==> config.mk <==
export PLATFORM = sky130hd
export DESIGN_NAME = key_debounce_array_flat
export DESIGN_NICKNAME = d
export VERILOG_FILES = /design/src/rtl/key_debounce_array_if.sv /design/src/rtl/key_debounce_array.sv /design/src/flat_wrapper.sv
export SDC_FILE = /design/constraint.sdc
export NUM_CORES = 1
export LEC_CHECK = 0
export ABC_CLOCK_PERIOD_IN_PS = 2400
export CORE_ASPECT_RATIO = 1.25
export CORE_UTILIZATION = 40
export DETAILED_ROUTE_END_ITERATION = 12
export PLACE_DENSITY = 0.62
export RECOVER_POWER = 100
export SLEW_MARGIN = 20
export SYNTH_ARGS = -nofsm -noshare
export SYNTH_HDL_FRONTEND = slang
export SYNTH_SLANG_ARGS = --single-unit
==> constraint.sdc <==
create_clock -name clk -period 2.4 [get_ports clk]
set_clock_uncertainty 0.2 [all_clocks]
set_input_delay 0.36 -clock clk [delete_from_list [all_inputs] [get_ports clk]]
set_output_delay 0.36 -clock clk [all_outputs]
set_load 0.05 [all_outputs]
==> src/rtl/key_debounce_array_if.sv <==
`default_nettype none
// ============================================================================
// Module      : key_debounce_array_if
// Description : Key-array signal bundle: raw key inputs in, debounced level
//               and event pulses out.
// Revision    : 1.0 - initial release
// ============================================================================
interface key_debounce_array_if #(
  parameter int CHANNELS = 4
);
  // "release" is a reserved word, so the release pulse carries a suffix.
  logic [CHANNELS-1:0] in;
  logic [CHANNELS-1:0] level;
  logic [CHANNELS-1:0] press;
  logic [CHANNELS-1:0] release_pulse;
  logic [CHANNELS-1:0] hold;

  modport slave (
    input  in,
    output level,
    output press,
    output release_pulse,
    output hold
  );

  modport master (
    output in,
    input  level,
    input  press,
    input  release_pulse,
    input  hold
  );
endinterface
`default_nettype wire

==> src/rtl/key_debounce_array.sv <==
`default_nettype none
// ============================================================================
// Module      : key_debounce_array
// Description : Multi-channel key debouncer with press/release one-shots and
//               long-press hold detection with optional auto-repeat.
// Revision    : 1.0 - initial release
// ============================================================================
module key_debounce_array #(
  parameter int CHANNELS        = 4,
  parameter int DEBOUNCE_CYCLES = 15,
  parameter int ACTIVE_LOW      = 0,
  parameter int HOLD_CYCLES     = 1000,
  parameter int REPEAT_CYCLES   = 200,
  parameter int REPEAT_EN       = 1
) (
  input  logic                  clk,
  input  logic                  rst,
  key_debounce_array_if.slave   bus
);

  localparam int C_CNT_W  = $clog2(DEBOUNCE_CYCLES + 1);
  localparam int C_HMAX   = (HOLD_CYCLES > REPEAT_CYCLES) ? HOLD_CYCLES : REPEAT_CYCLES;
  localparam int C_HCNT_W = $clog2(C_HMAX + 1);

  localparam logic [C_CNT_W-1:0]  c_cnt_last  = C_CNT_W'(DEBOUNCE_CYCLES - 1);
  localparam logic [C_HCNT_W-1:0] c_hold_last = C_HCNT_W'(HOLD_CYCLES - 1);
  localparam logic [C_HCNT_W-1:0] c_rep_last  = C_HCNT_W'(REPEAT_CYCLES - 1);
  localparam logic [CHANNELS-1:0] c_inv       = (ACTIVE_LOW != 0) ? '1 : '0;
  localparam logic                c_repeat    = (REPEAT_EN != 0);

  generate
    if (DEBOUNCE_CYCLES < 1 || HOLD_CYCLES < 1 || REPEAT_CYCLES < 1) begin : g_param_check
      $error("key_debounce_array: DEBOUNCE_CYCLES, HOLD_CYCLES and REPEAT_CYCLES must be >= 1");
    end
  endgenerate

  logic [CHANNELS-1:0] s1_q, s1_d;
  logic [CHANNELS-1:0] s2_q, s2_d;
  logic [CHANNELS-1:0] level_q, level_d;
  logic [CHANNELS-1:0] press_q, press_d;
  logic [CHANNELS-1:0] release_q, release_d;
  logic [CHANNELS-1:0] hold_q, hold_d;
  logic [CHANNELS-1:0] rep_q, rep_d;
  logic [C_CNT_W-1:0]  cnt_q  [CHANNELS];
  logic [C_CNT_W-1:0]  cnt_d  [CHANNELS];
  logic [C_HCNT_W-1:0] hcnt_q [CHANNELS];
  logic [C_HCNT_W-1:0] hcnt_d [CHANNELS];

  always_comb begin
    s1_d      = bus.in ^ c_inv;
    s2_d      = s1_q;
    level_d   = level_q;
    cnt_d     = cnt_q;
    hcnt_d    = hcnt_q;
    rep_d     = rep_q;
    press_d   = '0;
    release_d = '0;
    hold_d    = '0;

    for (int i = 0; i < CHANNELS; i++) begin
      // Any sample agreeing with the current level restarts the count.
      if (s2_q[i] == level_q[i]) begin
        cnt_d[i] = '0;
      end else if (cnt_q[i] == c_cnt_last) begin
        level_d[i] = s2_q[i];
        cnt_d[i]   = '0;
      end else begin
        cnt_d[i] = cnt_q[i] + C_CNT_W'(1);
      end

      press_d[i]   = level_d[i] & ~level_q[i];
      release_d[i] = ~level_d[i] & level_q[i];

      // rep marks that the first hold pulse has fired; the threshold then
      // switches from the long-press time to the repeat interval.
      if (!level_d[i] || press_d[i]) begin
        hcnt_d[i] = '0;
        rep_d[i]  = 1'b0;
      end else if (rep_q[i] && !c_repeat) begin
        hcnt_d[i] = hcnt_q[i];
      end else if (hcnt_q[i] == (rep_q[i] ? c_rep_last : c_hold_last)) begin
        hold_d[i] = 1'b1;
        hcnt_d[i] = '0;
        rep_d[i]  = 1'b1;
      end else begin
        hcnt_d[i] = hcnt_q[i] + C_HCNT_W'(1);
      end
    end
  end

  always_ff @(posedge clk) begin
    if (rst) begin
      s1_q      <= '0;
      s2_q      <= '0;
      level_q   <= '0;
      press_q   <= '0;
      release_q <= '0;
      hold_q    <= '0;
      rep_q     <= '0;
      cnt_q     <= '{default: '0};
      hcnt_q    <= '{default: '0};
    end else begin
      s1_q      <= s1_d;
      s2_q      <= s2_d;
      level_q   <= level_d;
      press_q   <= press_d;
      release_q <= release_d;
      hold_q    <= hold_d;
      rep_q     <= rep_d;
      cnt_q     <= cnt_d;
      hcnt_q    <= hcnt_d;
    end
  end

  assign bus.level         = level_q;
  assign bus.press         = press_q;
  assign bus.release_pulse = release_q;
  assign bus.hold          = hold_q;

endmodule
`default_nettype wire

==> src/flat_wrapper.sv <==
// flat-port wrapper written by rule: the top's interface ports become plain ports
module key_debounce_array_flat 
#(
  parameter int CHANNELS        = 4,
  parameter int DEBOUNCE_CYCLES = 15,
  parameter int ACTIVE_LOW      = 0,
  parameter int HOLD_CYCLES     = 1000,
  parameter int REPEAT_CYCLES   = 200,
  parameter int REPEAT_EN       = 1
)
  (clk, rst, bus_in, bus_level, bus_press, bus_release_pulse, bus_hold);
  key_debounce_array_if #(.CHANNELS(CHANNELS)) bus_i ();
  input  logic clk;
  input  logic rst;
  input wire logic [$bits(bus_i.in)-1:0] bus_in;
  output wire logic [$bits(bus_i.level)-1:0] bus_level;
  output wire logic [$bits(bus_i.press)-1:0] bus_press;
  output wire logic [$bits(bus_i.release_pulse)-1:0] bus_release_pulse;
  output wire logic [$bits(bus_i.hold)-1:0] bus_hold;
  assign bus_i.in = bus_in;
  assign bus_level = bus_i.level;
  assign bus_press = bus_i.press;
  assign bus_release_pulse = bus_i.release_pulse;
  assign bus_hold = bus_i.hold;
  key_debounce_array #(.CHANNELS(CHANNELS), .DEBOUNCE_CYCLES(DEBOUNCE_CYCLES), .ACTIVE_LOW(ACTIVE_LOW), .HOLD_CYCLES(HOLD_CYCLES), .REPEAT_CYCLES(REPEAT_CYCLES), .REPEAT_EN(REPEAT_EN)) u_core (.clk(clk), .rst(rst), .bus(bus_i));
endmodule
==> impl_metrics.toml <==
[status]
status = "completed"

[route]
drc = 0
vias_per_cell = 5.451
vias = 2573
wire_per_inst_um = 12.33
drt_pass1_iterations = 4
antenna_left = 0
wl_mm = 5.822
drt_iter0_markers = 172

[critical_path]
crit_end = "bus_level[1]"
r2r-end = "u_core.bus.hold[3]"
arrival_ps = 1660
slowest_delay_ps = 910
end_kind = "primary output"
timing.rr.start = "u_core.hcnt_q[5]"
path_buf_inv = 1
crit_start = "u_core.bus.level[1]"
cp-start-kind = "register"
critical_path_required_ps = 1840
critical_path_class = "reg2out"
rr_worst_depth = 4
worst-path-stages = 1
crit_chain = "dlygate4sd3_1"
reg2reg_slack_ps = 230
path_max_fanout = 5
crit_family = "buffers and inverters"
cp_slowest_cell = "dlygate4sd3_1"

[global_route]
grt_max_degree = 14
antenna_found_initial = 0
overflow = 0
grt_pass1_wl_mm = 10.45
grt_pass1_vias = 2489
grt_use_total_pct = 14.61

[layout]
finish.net_count = 389
layout_commonest_cell = "dfxtp_1"
antenna_cells = 0
multi_input_area_um2 = 1614
layout_common_cells = "84 x dfxtp_1, 26 x nand3_1, 21 x nor2_1"
stdcell_area_um2 = 3905
register_area_um2 = 1682
drive_gt1_share_pct = 6.133
fillerInstances = 825
area_growth_pct = 15.38

[timing]
setup_ws_ps = 175.7
hold_viol_final = 0
setup_tns_ps = 0
drv_slew = 0
relSlewSlack_pct = 58.60
final.min_clock_period_ps = 2224
rsz0062_at_grt = "false"
timing.hold.ws_ps = 239.3
fin_crit_sh_pct = 92.68
fmax_mhz = 449.6
setup_viol = 0
tightest_slew_ps = 620.9

[place]
dp_hpwl_mm = 4.081
place.gp.congestion = 0.7440
io_buffers = 21
place_area_um2 = 3750
post-place-ws_ps = 321.1

[clock_network]
clk_pin_slew_ps = 70
cts_buffers = 9
cts-resized-gates = 0
cts.sinks = 84
post_cts_buffers = 0
cts_hold_buf = 0
root_buffer = "clkbuf_8"
clk_latency_ps = 340
cts_tree = "yes"
htree_levels = 3
cts_buffer_depth = 2

[floorplan]
die_area_um2 = 8835
num_rows = 37
ios = 22
die_h_um = 104.8
die_width_um = 84.28
core_area_um2 = 8240
initial_core_util_pct = 41.07

[min_path]
hold_class = "reg2reg"

[synthesis]
synth_flop_cell = "dfxtp_1"
post_synth_instance_area_um2 = 3384
yosysWarnings = 0
ys_ff_latch = 84
syn_avg_cell_area_um2 = 10.01
synth_edf_count = 0
async_flop_share_pct = 0
ys_seq_area_share_pct = 49.69
ys_types = 31
synth_cells = 338
syn_nets = 356

[power_and_ir_drop]
peakVddDrop_v = 0.0003174
combinationalPowerShare_pct = 1.1
p_per_area_nw_per_um2 = 616.5
pwr-share-clk_pct = 40.4
netSwitchingFraction_pct = 20.35
p_leak_nw = 1.312
seq_power_share_pct = 58.5
power_mw = 2.407
switchingPower_uw = 489.8
power.internal_mw = 1.918

[run]
drv_cap = 0
==> cell type report <==
class	count	area share (%)
Clock buffer	11	3.621
Multi-Input combinational cell	236	41.33
Timing Repair Buffer	32	6.825
Sequential cell	84	43.06
Tap cell	97	3.108
Inverter	8	0.7690
Clock inverter	4	1.282
==> state kept, by name (all words and copies together), names as in the netlist <==
name / flops
u_core.bus.press: 4
u_core.rep_q: 4
u_core.s1_q: 4
u_core.hcnt_q: 40
u_core.bus.hold: 4
u_core.bus.level: 4
u_core.cnt_q: 16
u_core.s2_q: 4
u_core.bus.release_pulse: 4
==> through the flow <==
step / std cells / utilization (%)
after floorplan: 338 / -
after global placement: 457 / 45.51
after detailed placement: 457 / 45.51
after CTS: 472 / 47.83
after global routing: 472 / 47.39
final: 472 / 47.39
==> worst min-delay path by stage <==
stage / from / end / slack, ps / cells past startpoint
3_5_place_dp: u_core.s1_q[2] / u_core.s2_q[2] / 220 / 1
4_1_cts: u_core.s1_q[2] / u_core.s2_q[2] / 240 / 1
2_1_floorplan: u_core.s1_q[0] / u_core.s2_q[0] / 210 / 1
6_report: u_core.s1_q[1] / u_core.s2_q[1] / 240 / 1
3_3_place_gp: u_core.s1_q[1] / u_core.s2_q[1] / 220 / 1
5_1_grt: u_core.s1_q[2] / u_core.s2_q[2] / 270 / 1
==> Yosys cell counts (2+ instances only) <==
library cell  instances  area share, %
a21oi_1               4           0.59
clkbuf_1              7           0.78
nor3b_1               8            1.8
ha_1                 12            4.4
a2111oi_2             3            1.3
a211oi_1             20            4.4
nor2b_1              13            2.4
o21ai_0              20            3.0
nand2_1               9            1.0
nor2_1               21            2.3
o31ai_1               4           0.89
o211a_1               3           0.89
nand4b_1              4            1.0
dfxtp_1              84             50
xnor2_1               8            2.1
nand3b_1              4           0.89
or4b_1                2           0.59
mux2i_1               4            1.2
nand3_1              26            3.8
or4_1                 8            1.8
buf_4                 3           0.67
nor4b_1               4            1.0
inv_1                 8           0.89
nor3_1               15            2.2
or3_1                15            2.8
xor2_1               16            4.1
nand4_1               9            1.7
==> per-layer routing <==
metal  share of wire, %  GRT usage (%)
met1                 47          17.31
met2                 48          24.53
met4                2.1          8.867
met3                2.4          2.528
met5                  0              0
==> power groups by stage <==
stage / registers [mW] / logic [mW] / clock network (mW)
after global placement: 1.44 / 0.0285 / 0
final: 1.41 / 0.0268 / 0.973
after CTS: 1.41 / 0.0292 / 1.01
after floorplan: 1.44 / 0.0151 / 0
after detailed placement: 1.44 / 0.0291 / 0
after global routing: 1.41 / 0.0305 / 1.06
==> logic make-up after synthesis <==
logic type	Yosys count	synth area share [%]
xor gates and xnor gates	24	6.211
adders and majority gates	12	4.436
muxes	4	1.183
DFF	84	49.69
AOI/OAI and AO/OA	55	11.90
buffers and inverters	18	2.329
and+or+nand+nor	141	24.25
Note: power is estimated with default switching activity, not from simulation.
